### config.mk
export PLATFORM = sky130hd
export DESIGN_NAME = bit_serial_subtractor
export DESIGN_NICKNAME = d
export VERILOG_FILES = /design/src/rtl/bit_serial_subtractor.sv
export SDC_FILE = /design/constraint.sdc
export NUM_CORES = 1
export LEC_CHECK = 0
export CORE_ASPECT_RATIO = 2
export CORE_MARGIN = 2
export CORE_UTILIZATION = 60
export DETAILED_ROUTE_END_ITERATION = 10
export DONT_BUFFER_PORTS = 1
export PLACE_DENSITY = 0.76
export SYNTH_ARGS = -nofsm -noshare
export SYNTH_HDL_FRONTEND = slang
export SYNTH_SLANG_ARGS = --single-unit
### constraint.sdc
create_clock -name clk -period 1.8 [get_ports clk]
set_input_delay 0.18 -clock clk [delete_from_list [all_inputs] [get_ports clk]]
set_output_delay 0.18 -clock clk [all_outputs]
set_load 0.01 [all_outputs]
### src/rtl/bit_serial_subtractor.sv
// bit_serial_subtractor: LSB-first serial a-b through one full-subtractor cell, with borrow/overflow/zero flags
module bit_serial_subtractor #(
  parameter int WIDTH = 8
) (
  input  logic             clk,
  input  logic             rst,
  input  logic             start,
  input  logic [WIDTH-1:0] a,
  input  logic [WIDTH-1:0] b,
  output logic [WIDTH-1:0] diff,
  output logic             borrow,
  output logic             overflow,
  output logic             zero,
  output logic             busy,
  output logic             done
);
  localparam int CW = $clog2(WIDTH + 1);
  typedef enum logic [1:0] {IDLE, RUN, DONE} state_t;
  state_t state_q, state_d;
  logic [WIDTH-1:0] sa_q, sa_d, sb_q, sb_d, res_q, res_d, diff_q, diff_d;
  logic [CW-1:0] cnt_q, cnt_d;
  logic bf_q, bf_d, am_q, am_d, bm_q, bm_d;
  logic borrow_q, borrow_d, ovf_q, ovf_d, zero_q, zero_d;
  logic x, y, d, nb, last;
  always_comb begin
    x = sa_q[0];
    y = sb_q[0];
    d = x ^ y ^ bf_q;
    nb = (~x & y) | (~(x ^ y) & bf_q);
    last = cnt_q == CW'(WIDTH - 1);
    state_d = state_q;
    sa_d = sa_q;
    sb_d = sb_q;
    res_d = res_q;
    bf_d = bf_q;
    cnt_d = cnt_q;
    am_d = am_q;
    bm_d = bm_q;
    diff_d = diff_q;
    borrow_d = borrow_q;
    ovf_d = ovf_q;
    zero_d = zero_q;
    if (state_q == IDLE && start) begin
      state_d = RUN;
      sa_d = a;
      sb_d = b;
      res_d = '0;
      bf_d = 1'b0;
      cnt_d = '0;
      am_d = a[WIDTH-1];
      bm_d = b[WIDTH-1];
    end else if (state_q == RUN) begin
      res_d = {d, res_q[WIDTH-1:1]};
      sa_d = sa_q >> 1;
      sb_d = sb_q >> 1;
      bf_d = nb;
      cnt_d = cnt_q + CW'(1);
      if (last) begin
        state_d = DONE;
        diff_d = res_d;
        borrow_d = nb;
        ovf_d = (am_q ^ bm_q) & (am_q ^ res_d[WIDTH-1]);
        zero_d = res_d == '0;
      end
    end else if (state_q == DONE) begin
      state_d = IDLE;
    end
  end
  always_ff @(posedge clk) begin
    if (rst) begin
      state_q <= IDLE;
      sa_q <= '0;
      sb_q <= '0;
      res_q <= '0;
      bf_q <= 1'b0;
      cnt_q <= '0;
      am_q <= 1'b0;
      bm_q <= 1'b0;
      diff_q <= '0;
      borrow_q <= 1'b0;
      ovf_q <= 1'b0;
      zero_q <= 1'b0;
    end else begin
      state_q <= state_d;
      sa_q <= sa_d;
      sb_q <= sb_d;
      res_q <= res_d;
      bf_q <= bf_d;
      cnt_q <= cnt_d;
      am_q <= am_d;
      bm_q <= bm_d;
      diff_q <= diff_d;
      borrow_q <= borrow_d;
      ovf_q <= ovf_d;
      zero_q <= zero_d;
    end
  end
  assign diff = diff_q;
  assign borrow = borrow_q;
  assign overflow = ovf_q;
  assign zero = zero_q;
  assign busy = state_q == RUN;
  assign done = state_q == DONE;
endmodule

# Word-level counts from Yosys, hierarchy flattened
# Cells that the tools add are included.
totals:
  word_cells: 48
  inputBits: 19
  output_inout_bits: 13
  ff_bits: 44
classes:
  n_mux: 8
  bitwise: 11
  addsub: 1
  n_eq_ne: 5
  n_reduce_logical: 10
op_table:
  columns: ["operator", "count"]
  rows:
  - ["8-bit 2-to-1 mux", 4]
  - ["8-bit zero test", 1]
  - ["2-bit 2-to-1 mux", 3]
  - ["4-bit by 1-bit adder with 4-bit output (second input constant)", 1]
  - ["4-bit by 3-bit == test with 1-bit output (second input constant)", 1]
  - ["2-bit AND reduction", 2]
  - ["2-bit nonzero test", 2]
  - ["1-bit XOR", 4]
  - ["1-bit bitwise AND", 3]
  - ["3-bit by 1-bit != test with 1-bit output (second input constant)", 1]
  - ["1-bit NOT", 3]
  - ["3-bit AND reduction", 1]
  - ["3-bit nonzero test", 1]
  - ["2-bit by 1-bit == test with 1-bit output (second input constant)", 1]
  - ["2-bit == test (second input constant)", 1]
  - ["2-bit zero test", 1]
  - ["2-bit by 1-bit != test with 1-bit output (second input constant)", 1]
  - ["2-bit OR reduction", 1]
  - ["1-bit logical AND", 1]
  - ["1-bit 2-to-1 mux", 1]
  - ["1-bit OR", 1]

# Depth between registers and ports, before layout
logic_depth:
  word_depth: 4
  ltp_mapped: 7

# Worst setup path after synthesis
# No wires, ideal clock.
synth_timing:
  path_kind: "register -> register"
  start: "register sb_q[0]"
  end: "register ovf_q (netlist: overflow)"
  t_arrival_ns: 1.346
  slack_ns: 0.323
  setup_time_ns: 0.131
  path_stages_with_launch: 6
  n_path_buf: 0
  cell_sequence: "dfxtp_1 -> inv_1 -> fa_1 -> nor2_1 -> a221oi_1 -> nor3_2"
synth_between:
  elab_chain_len: 4
synth_rtl:
  columns: ["item", "line_no", "rtl"]
  rows:
  - ["start: declaration", "20", "logic [WIDTH-1:0] sa_q, sa_d, sb_q, sb_d, res_q, res_d, diff_q, diff_d;"]
  - ["start signal: assignment", "73", "sb_q <= '0;"]
  - ["start signal: assignment", "86", "sb_q <= sb_d;"]
  - ["1-bit XOR (2 in a row)", "28", "d = x ^ y ^ bf_q;"]
  - ["named net d", "24", "logic x, y, d, nb, last;"]
  - ["1-bit XOR", "62", "ovf_d = (am_q ^ bm_q) & (am_q ^ res_d[WIDTH-1]);"]
  - ["1-bit bitwise AND", "62", null]
  - ["end signal: assignment", "94", "ovf_q <= ovf_d;"]
  - ["end: declaration", "23", "logic borrow_q, borrow_d, ovf_q, ovf_d, zero_q, zero_d;"]
# The timed path passes the listed nets, and every way through them passes these cells.
# A chain may end at the register's enable or synchronous reset.

# Worst setup path after layout
# Same ends and word-level chain as after synthesis.

==> run summary <==
The worst path needs 1.63 ns of the cycle, external delays included. The row count came out at 28. The buffer depth of the longest clock path is 2.

Setup violations remaining at the end of the flow were counted as 0. The pre-CTS setup slack is 0.182 ns. The most critical setup path has its startpoint at sb_q[0]$_SDFFE_PP0P_. The kind of start point of the critical path is a flip-flop. The number of cells in the design after placement came out at approximately 220. After the first detailed-routing iteration, the DRC count stood at 30. The proportion of synthesized flip-flops having asynchronous set or reset is 0%. For this run, the top clock speed supported by timing is 0.614 GHz. During synthesis, Yosys emitted a total of 0 warnings. The number of remaining DRC errors came out at 0. The fraction of synthesized cell area in xor and xnor cells is 1.41%.

Counting flops with a built-in enable in the synthesized netlist gives 0. The final routed wirelength across all metal layers is 3.56 mm. The number of antenna violations at the first check in global routing was 0. Of the total synthesized cell area, the portion taken by AND, OR, NAND and NOR gates is 16.2%.

The required time of the critical path came out at 1.98 ns. The core region area is 2980 um2. The number of cells on the worst reg-to-reg path is 5. The setup TNS came out at 0 ns. The average instance in the mapped netlist occupies a little under 10 um2. The clock skew is around 0.0024 ns. The number of buffer and inverter stages on the critical path is 1. The clock latency on the worst-skew pair is ~0.29 ns.

The worst vdd rail ir drop is 0.000716 V. The cell type group with the largest total delay on the critical path is adder cells. Among all stages on the critical path, the largest delay is contributed by fa_1. In the finished design, the share of the clock period the worst path needs comes to 90.4%. The average wire length per cell after detail routing is ~16 um. Cells with a size suffix above 1 make up about 15% of the layout. The largest net degree at the start of global routing came out at 31. Across all setup checks in the final design, the least slack found is 0.172 ns. The effective utilization at floorplan is 62.6%. The hold violation count in the final report came out at 0.

The run finished with clean final reports. For this design the top-level I/O count stands at 32. The via density per instance came out at 5.80. The maximum single-stage delay on the critical path came out at 0.61 ns.

At the end of routability-driven placement, the weighted congestion stood at 0.771. The top flip-flop cell by instance count after synthesis is dfxtp_1. The number of cells on the critical path came out at 5. The wire length of the first global-routing pass came out at 5.72 mm. The detail route stage leaves a number of antenna-violating nets equal to 0.

The count of maximum capacitance violations is 0. After synthesis, the largest family of logic cells by area is simple AND/OR/NAND/NOR gates. The worst setup path is captured at a flip-flop.

The number of vias after detailed routing is between 1000 and 1500. Clock tree synthesis found a total of 43 sinks. Synthesis produced 193 cells. The total iterations of the first detailed-routing run is 4. The width of the die came out at about 43 um. Setup repair after global routing left no endpoint under its margin. The mapped cell area came out at 1870 um2. The share of the Yosys chip area taken by registers is a little under half. The kind of critical path is flip-flop to flip-flop. The wire length on met2 came out at 1.92 mm.

The endpoint of the worst setup timing path is overflow$_SDFFE_PP0P_. The largest fanout on the critical path is 5. STA puts the critical path data arrival time at 1.81 ns. The detailed-routed wire length on met3 is 208 um.

The H-tree was split into 2 levels. At the pin with the least slew margin, the transition time is 0.345 ns. Walking the worst path, the cells encountered are inv_1 > fa_1 > nor2_1 > a221oi_1 > nor3_2. The post-synth net total came out at 218. In this run the vertical extent of the chip is 82.9 um.

The CTS tree is built. The number of library cell types mapped by synthesis is 31. Leaving out fill and tap cells, the most frequent cell in the layout is dfxtp_1.

Signal routing reaches up to met4. The number of nets in the finished design came out at 220. The setup check on the worst reg-to-reg path leaves a slack of roughly 0.17 ns.

For this design the ratio of total power to cell area is 951 nW/um2. The reported leakage power came out at 0.696 nW. The synthesized netlist devotes 4.43% of its cell area to adder and majority cells. The global-route congestion overflow total came out at 0. The length of routed wiring on met1 came out at 1.36 mm.

Headroom to the max-slew limit came out at approximately three quarters. The flip-flop and latch count after synthesis is 43. The total clock buffers created by CTS is 5. Hold timing on the final database bottoms out at a slack of ~0.063 ns. The global-route usage over all layers is 21.2%. 0 antenna diodes ended up in the layout. The post-DP HPWL came out at 2.56 mm. The class of the worst hold path is input port to flip-flop.

The buffer type at the clock tree root is clkbuf_8. The post-CTS clock slew at the launch and capture registers of the worst setup and hold paths came out at 0.07 ns. The worst register-to-register path ends at overflow$_SDFFE_PP0P_.

The count of input and output buffers is 0. The multiplexer share of the synthesized area came out at 11.8%. Leaving out fill and tap cells, the most frequent cells in the layout are 43 x dfxtp_1, 29 x nor2_1, 24 x nand2_1. The number of global-route vias before repair came out at 1308. The startpoint identified for the worst register-to-register timing path is sb_q[0]$_SDFFE_PP0P_.

The area overhead of the layout relative to synthesis is 5.70%. The die covers 3600 um2. The post-synthesis compound-gate area fraction came out at 14.4%. The number of standard cells in the final layout excluding fillers is 225. The max-slew violation count is 0.
[worst min-delay path by stage]
stage          startpoint              endpoint  slack [ns]  cells past startpoint
2_1_floorplan        a[7]  sa_q[7]$_SDFFE_PP0P_        0.35                      2
3_3_place_gp          rst     zero$_SDFFE_PP0P_        0.25                      1
3_5_place_dp          rst  diff[6]$_SDFFE_PP0P_        0.25                      1
4_1_cts              a[7]  sa_q[7]$_SDFFE_PP0P_        0.05                      2
5_1_grt              a[7]  sa_q[7]$_SDFFE_PP0P_        0.05                      2
6_report             a[7]  sa_q[7]$_SDFFE_PP0P_        0.06                      2
[per-layer routing]
layer	vias up	global-route usage [%]
met3	6	6.52
met5	-	0
met2	36	37.0
met1	601	21.7
li1	663	-
met4	0	9.92
[worst register-to-register path, cell delays in order (launching register included)]
cell and delay, ns:
dfxtp_1 0.34, inv_1 0.06, fa_1 0.61, nor2_1 0.07, a221oi_1 0.36, nor3_2 0.07
[per-stage QoR]
step,cell area (um2),util [%],power [mW]
floorplan,1870,-,1.24
detailed placement,1860,62.6,1.27
global placement,1860,62.6,1.26
global route,1970,66.2,1.95
finish,1970,66.2,1.87
CTS,1970,66.2,1.90
[synth_stat cells, drive strengths merged (2+ instances only)]
cell type	instances	share of area, %
a211oi	16	6.4
nor4	2	0.67
dfxtp	43	46
buf	11	4.5
nor2	29	5.8
ha	5	3.4
inv	4	0.80
a21oi	16	6.1
nand2b	2	0.67
xor2	2	0.94
mux2i	22	12
clkbuf	2	0.40
nand2	24	4.8
nand3	4	1.3
[flip-flops by register name, indices dropped and copies added (netlist names)]
name      count
diff          8
sa_q          8
sb_q          8
res_q         7
cnt_q         4
state_q       2
am_q          1
bf_q          1
bm_q          1
borrow        1
overflow      1
zero          1
[cells by family after synthesis]
group | count (synthesis)
muxes | 22
buffers and inverters | 17
adders and majority gates | 6
AOI/OAI and AO/OA | 35
and+or+nand+nor | 67
xor gates and xnor gates | 3
DFF | 43
[power by group]
group	switching (mW)	internal [mW]
sequential	0.0299	0.997
clock	0.305	0.301
combinational	0.137	0.105
[layout make-up]
cell class | instances | area, um2
inverter | 4 | 15.0
clock inverter | 1 | 5.00
clock buffer | 6 | 82.6
fill | 264 | 1010
sequential | 43 | 861
multi-input combinational | 133 | 898
tap | 30 | 37.5
timing repair buffer | 8 | 72.6
[repair_timing]
item	4_1_cts	5_1_grt
setup buffers	0	0
setup endpoints to repair	0	0
hold buffers	1	0
gates resized for setup	0	0
endpoints found under the hold margin	30	0
Power figures use the tool's default switching activity.
